$ cat config.mk
export PLATFORM = sky130hd
export DESIGN_NAME = rr_onehot_arbiter
export DESIGN_NICKNAME = d
export VERILOG_FILES = /design/src/rtl/rr_arb_pkg.sv /design/src/rtl/rr_pick.sv /design/src/rtl/rr_onehot_arbiter.sv
export SDC_FILE = /design/constraint.sdc
export NUM_CORES = 1
export LEC_CHECK = 0
export BUFFER_PORTS_ARGS = -buffer_cell sky130_fd_sc_hd__buf_2
export CORE_MARGIN = 5
export CORE_UTILIZATION = 54
export DETAILED_ROUTE_END_ITERATION = 12
export MAX_ROUTING_LAYER = met4
export PLACE_DENSITY = 0.79
export REMOVE_ABC_BUFFERS = 1
export SKIP_CTS_REPAIR_TIMING = 1
export SYNTH_ARGS = -nofsm -noshare
export SYNTH_HDL_FRONTEND = slang
export SYNTH_SLANG_ARGS = --single-unit
export TNS_END_PERCENT = 5
$ cat constraint.sdc
create_clock -name clk -period 4.58 [get_ports clk]
set_clock_uncertainty 0.15 [all_clocks]
set_input_delay 1.374 -clock clk [delete_from_list [all_inputs] [get_ports clk]]
set_output_delay 1.374 -clock clk [all_outputs]
set_load 0.02 [all_outputs]
$ cat src/rtl/rr_arb_pkg.sv
// rtl/rr_arb_pkg.sv - shared constants, state type and helpers for the round-robin one-hot arbiter
package rr_arb_pkg;

  localparam int N_REQ = 8;
  localparam int PTR_W = 3;

  typedef enum logic {
    IDLE  = 1'b0,
    GRANT = 1'b1
  } state_t;

  // Index of the set bit in a one-hot vector (0 when the vector is empty).
  function automatic logic [PTR_W-1:0] onehot_to_idx(input logic [N_REQ-1:0] oh);
    logic [PTR_W-1:0] idx;
    idx = '0;
    for (int i = 0; i < N_REQ; i++) begin
      if (oh[i]) idx = PTR_W'(i);
    end
    return idx;
  endfunction

endpackage

$ cat src/rtl/rr_pick.sv
// rtl/rr_pick.sv - combinational round-robin picker: first set mask bit at or after ptr, wrapping
module rr_pick
  import rr_arb_pkg::*;
(
  input  logic [N_REQ-1:0] i_mask,
  input  logic [PTR_W-1:0] i_ptr,
  output logic [N_REQ-1:0] o_pick,
  output logic             o_found
);

  logic [PTR_W-1:0] w_idx;

  // Walk the eight positions starting at ptr; the first hit wins, the pointer arithmetic wraps 7 -> 0.
  always_comb begin
    o_pick  = '0;
    o_found = 1'b0;
    w_idx   = '0;
    for (int k = 0; k < N_REQ; k++) begin
      w_idx = i_ptr + PTR_W'(k);
      if (!o_found && i_mask[w_idx]) begin
        o_pick[w_idx] = 1'b1;
        o_found       = 1'b1;
      end
    end
  end

endmodule

$ cat src/rtl/rr_onehot_arbiter.sv
// rtl/rr_onehot_arbiter.sv - 8-way round-robin arbiter with one-hot grant/ready handshake; option RR_ARB_PENDING_EN
module rr_onehot_arbiter #(
  parameter int N_REQ = 8  // only 8 requesters are supported
) (
  input  logic             clk,
  input  logic             rst,
  input  logic             en,
  input  logic [N_REQ-1:0] req,
  input  logic             grant_ready,
  output logic [N_REQ-1:0] grant,
  output logic             grant_valid
);

  import rr_arb_pkg::*;

  state_t           r_state;
  state_t           w_state_next;
  logic [N_REQ-1:0] r_grant;
  logic [N_REQ-1:0] w_grant_next;
  logic [PTR_W-1:0] r_ptr;
  logic [PTR_W-1:0] w_ptr_next;

  logic             w_handshake;
  logic [N_REQ-1:0] w_accept_mask;
  logic [N_REQ-1:0] w_eff_req;
  logic [PTR_W-1:0] w_ptr_after;
  logic [PTR_W-1:0] w_pick_ptr;
  logic [N_REQ-1:0] w_pick_mask;
  logic [N_REQ-1:0] w_pick;
  logic             w_found;

  assign w_handshake   = (r_state == GRANT) && grant_ready;
  assign w_accept_mask = w_handshake ? r_grant : '0;
  assign w_ptr_after   = onehot_to_idx(r_grant) + PTR_W'(1);

`ifdef RR_ARB_PENDING_EN
  logic [N_REQ-1:0] r_pending;

  assign w_eff_req = req | r_pending;

  // Remember every request seen until that requester's grant is accepted.
  always_ff @(posedge clk) begin
    if (rst) begin
      r_pending <= '0;
    end else begin
      r_pending <= (r_pending | req) & ~w_accept_mask;
    end
  end
`else
  assign w_eff_req = req;
`endif

  // On a handshake the next pick searches from the advanced pointer with the accepted bit removed,
  // so one picker serves both the IDLE selection and the back-to-back selection.
  assign w_pick_ptr  = w_handshake ? w_ptr_after : r_ptr;
  assign w_pick_mask = w_eff_req & ~w_accept_mask;

  rr_pick u_pick (
    .i_mask  (w_pick_mask),
    .i_ptr   (w_pick_ptr),
    .o_pick  (w_pick),
    .o_found (w_found)
  );

  // Next-state, next-grant and pointer update; a stalled grant simply holds.
  always_comb begin
    w_state_next = r_state;
    w_grant_next = r_grant;
    w_ptr_next   = r_ptr;
    case (r_state)
      IDLE: begin
        if (en && w_found) begin
          w_grant_next = w_pick;
          w_state_next = GRANT;
        end
      end
      GRANT: begin
        if (w_handshake) begin
          w_ptr_next = w_ptr_after;
          if (en && w_found) begin
            w_grant_next = w_pick;
          end else begin
            w_grant_next = '0;
            w_state_next = IDLE;
          end
        end
      end
      default: begin
        w_grant_next = '0;
        w_state_next = IDLE;
      end
    endcase
  end

  // State register; reset overrides everything, including a handshake in the same cycle.
  always_ff @(posedge clk) begin
    if (rst) begin
      r_state <= IDLE;
      r_grant <= '0;
      r_ptr   <= '0;
    end else begin
      r_state <= w_state_next;
      r_grant <= w_grant_next;
      r_ptr   <= w_ptr_next;
    end
  end

  assign grant       = r_grant;
  assign grant_valid = (r_state == GRANT);

endmodule

==> impl_metrics.env <==
export IMPL_run_status="finished clean"
export IMPL_syn_area_per_cell_um2=7.03
export IMPL_dr_first_iter_drc_count=271
export IMPL_post_route_worst_setup_slack_ps=200
export IMPL_holdCritPathClass="reg -> reg"
export IMPL_switching_power_uw=317
export IMPL_area_growth_syn_to_fin_pct=20.4
export IMPL_count_of_input_and_output_buffers=20
export IMPL_routabilityCongestion=1.05
export IMPL_antenna_diode_count=0
export IMPL_multi_input_gate_area_mm2=0.00158
export IMPL_worst_endpoint_arrival_ps=4420
export IMPL_max_vdd_ir_drop_mv=0.236
export IMPL_boundaryPins=21
export IMPL_drt_pass1_iterations=6
export IMPL_synth_cell_types=67
export IMPL_synth_enable_flop_cells=0
export IMPL_rsz_0062_raised_after_global_routing="false"
export IMPL_cts_made_buffers=3
export IMPL_min_period_over_period_pct=95.6
export IMPL_via_per_inst=7.07
export IMPL_initial_core_util_pct=56.4
export IMPL_cp_data_required_time_ps=4620
export IMPL_synthDominantAreaCellType="sky130_fd_sc_hd__dfxtp_1"
export IMPL_number_of_sinks_handled_by_clock_tree_synthesis=12
export IMPL_synth_cell_area_mm2=0.00191
export IMPL_ys_async_sr_fraction_pct=0
export IMPL_number_of_antenna_violations_at_the_first_check_in_global_routing=0
export IMPL_grt_first_pass_wirelength_um=11000
export IMPL_seq_area_frac_synth_pct=12.6
export IMPL_fp_dieArea_mm2=0.00483
export IMPL_clock_path_buffers=2
export IMPL_pins_over_slew_limit=0
export IMPL_final_std_cells_w_o_fill=362
export IMPL_gr_usage_all_layers_pct=28.4
export IMPL_final_core_util_pct=67.9
export IMPL_worst_slew_margin_rel_pct=57.6
export IMPL_htree_num_levels=1
export IMPL_setup_tns_ps=0
export IMPL_die_x_um=69.5
export IMPL_routedWlPerCell_um=19.5
export IMPL_pwr_share_seq_pct=18.7
export IMPL_final_fill_count=290
export IMPL_drc_errors=0
export IMPL_worst_setup_path_type="in -> reg"
export IMPL_yosysTopAreaCellShare_pct=12.6
export IMPL_drv_max_cap_violation_count=0
export IMPL_drive_above_1_share_pct=26.3
export IMPL_final_hold_violation_count=0
export IMPL_setup_violations=0
export IMPL_critical_path_peak_fanout=7
export IMPL_setup_worst_path_start_class="input port"
export IMPL_nets=332
export IMPL_rows=21
export IMPL_setup_worst_path_end_class="register"
export IMPL_cellInternalPower_uw=334
export IMPL_synth_cells=272
export IMPL_detail_route_antenna_nets=0
export IMPL_ys_flop_type="sky130_fd_sc_hd__dfxtp_1"
export IMPL_pwr_density_cell_mw_per_mm2=283
export IMPL_area_used_by_sequential_logic_in_the_layout_um2=241
export IMPL_clockPowerShare_pct=10.0
export IMPL_placed_cells_incl_taps=359
export IMPL_ctsRootBufferMaster="sky130_fd_sc_hd__clkbuf_4"
export IMPL_clock_latency_ps=270
export IMPL_routed_wl_um=7070
export IMPL_synthTopCellsByArea="sky130_fd_sc_hd__dfxtp_1, sky130_fd_sc_hd__nand2_1, sky130_fd_sc_hd__nor2_1"
export IMPL_clock_tree_from_tritoncts="built"
export IMPL_power_static_leakage_uw=0.000927
export IMPL_hpwl_um=5490
export IMPL_power_share_switching_pct=48.8
export IMPL_comb_power_share_pct=71.3
export IMPL_maxClockFrequency_mhz=228
export IMPL_cts_reportedPaths_clkPinSlew_ps=70
export IMPL_largest_net_degree_at_the_start_of_global_routing=16
export IMPL_worst_slew_pin_transition_ps=618
export IMPL_synthTopCellsByCount="sky130_fd_sc_hd__nand2_1, sky130_fd_sc_hd__nor2_1, sky130_fd_sc_hd__o22ai_1"
export IMPL_vias=2560
export IMPL_vias_in_the_first_global_route=2233
export IMPL_detailedPlace_worstSlack_ps=-58.8
export IMPL_gr_total_overflow=0
export IMPL_die_y_um=69.5
export IMPL_fin_crit_ps=4380
export IMPL_synth_warning_count=0
export IMPL_design_core_area_mm2=0.00339
export IMPL_r2r_setup_slack_ps=300
export IMPL_ys_seq_elements=12
==> cell usage in the layout (no fill, tap or decap), types with 8 or more instances in the layout <==
cell type	n
sky130_fd_sc_hd__nor4_1	9
sky130_fd_sc_hd__o22ai_1	15
sky130_fd_sc_hd__o221ai_1	8
sky130_fd_sc_hd__buf_2	20
sky130_fd_sc_hd__nand2_1	33
sky130_fd_sc_hd__a21oi_1	9
sky130_fd_sc_hd__nand3_1	11
sky130_fd_sc_hd__mux2i_1	12
sky130_fd_sc_hd__nor3_1	9
sky130_fd_sc_hd__dfxtp_1	11
sky130_fd_sc_hd__buf_4	37
sky130_fd_sc_hd__nor2_1	33
==> critical path, cell delays in order <==
cell	delay (ps)
sky130_fd_sc_hd__buf_2	100
sky130_fd_sc_hd__and2_0	170
sky130_fd_sc_hd__mux2i_1	240
sky130_fd_sc_hd__inv_1	80
sky130_fd_sc_hd__ha_1	190
sky130_fd_sc_hd__or3_4	410
sky130_fd_sc_hd__and2_1	230
sky130_fd_sc_hd__o221a_1	310
sky130_fd_sc_hd__or2_4	260
sky130_fd_sc_hd__or4_4	600
sky130_fd_sc_hd__o22ai_1	190
sky130_fd_sc_hd__nor3_1	80
sky130_fd_sc_hd__o221ai_1	180
==> layer usage <==
layer / track usage (%) / part of all wire [%]
met1: 38.2 / 41
met4: 5.86 / 3.3
met3: 2.61 / 11
met2: 46.1 / 44
met5: - / 0
==> cell type report <==
| type | instances | share of cell area, % |
|---|---|---|
| inverters | 5 | 0.816 |
| multi-input cells | 239 | 68.8 |
| clock buffers | 3 | 0.979 |
| repair buffers | 57 | 16.4 |
| flip-flops and latches | 12 | 10.5 |
| well taps | 46 | 2.50 |
==> worst paths after layout <==
check / end / depth (start not counted) / start
hold reg to reg: grant[0] / 2 / grant[0]
setup reg to reg: grant[2] / 15 / grant[5]
hold / removal: grant[0] / 2 / grant[0]
setup / recovery: grant[2] / 13 / grant_ready
==> cell families (layout without fill, tap and decap cells) <==
kind of cell,Yosys count,after routing,synth area share (%)
and+or+nand+nor,132,132,35.4
DFF,12,12,12.6
muxes,19,19,11.0
xor gates and xnor gates,2,2,0.916
AOI/OAI and AO/OA,84,84,33.4
adders and majority gates,2,2,1.31
buffers and inverters,21,65,5.37
==> registers in the layout, indices dropped and copies added, names as in the netlist <==
signal,cells
r_ptr,3
grant,8
grant_valid,1
==> per-stage QoR <==
| stage | total power [µW] | hold slack [ps] | instance area [µm²] |
|---|---|---|---|
| 2_1_floorplan | 407 | 444 | 1830 |
| 3_3_place_gp | 562 | 363 | 2260 |
| 4_1_cts | 629 | 394 | 2290 |
| 6_report | 651 | 400 | 2300 |
| 5_1_grt | 687 | 447 | 2300 |
| 3_5_place_dp | 565 | 378 | 2260 |
==> power by group through the flow <==
stage                     combinational (µW)  clock, µW  sequential, µW
final                                    464       64.9             122
after global routing                     495       69.5             123
after CTS                                443       64.8             122
after detailed placement                 441          0             124
after global placement                   439          0             123
after floorplan                          275          0             132
Note: power is estimated with default switching activity, not from simulation.
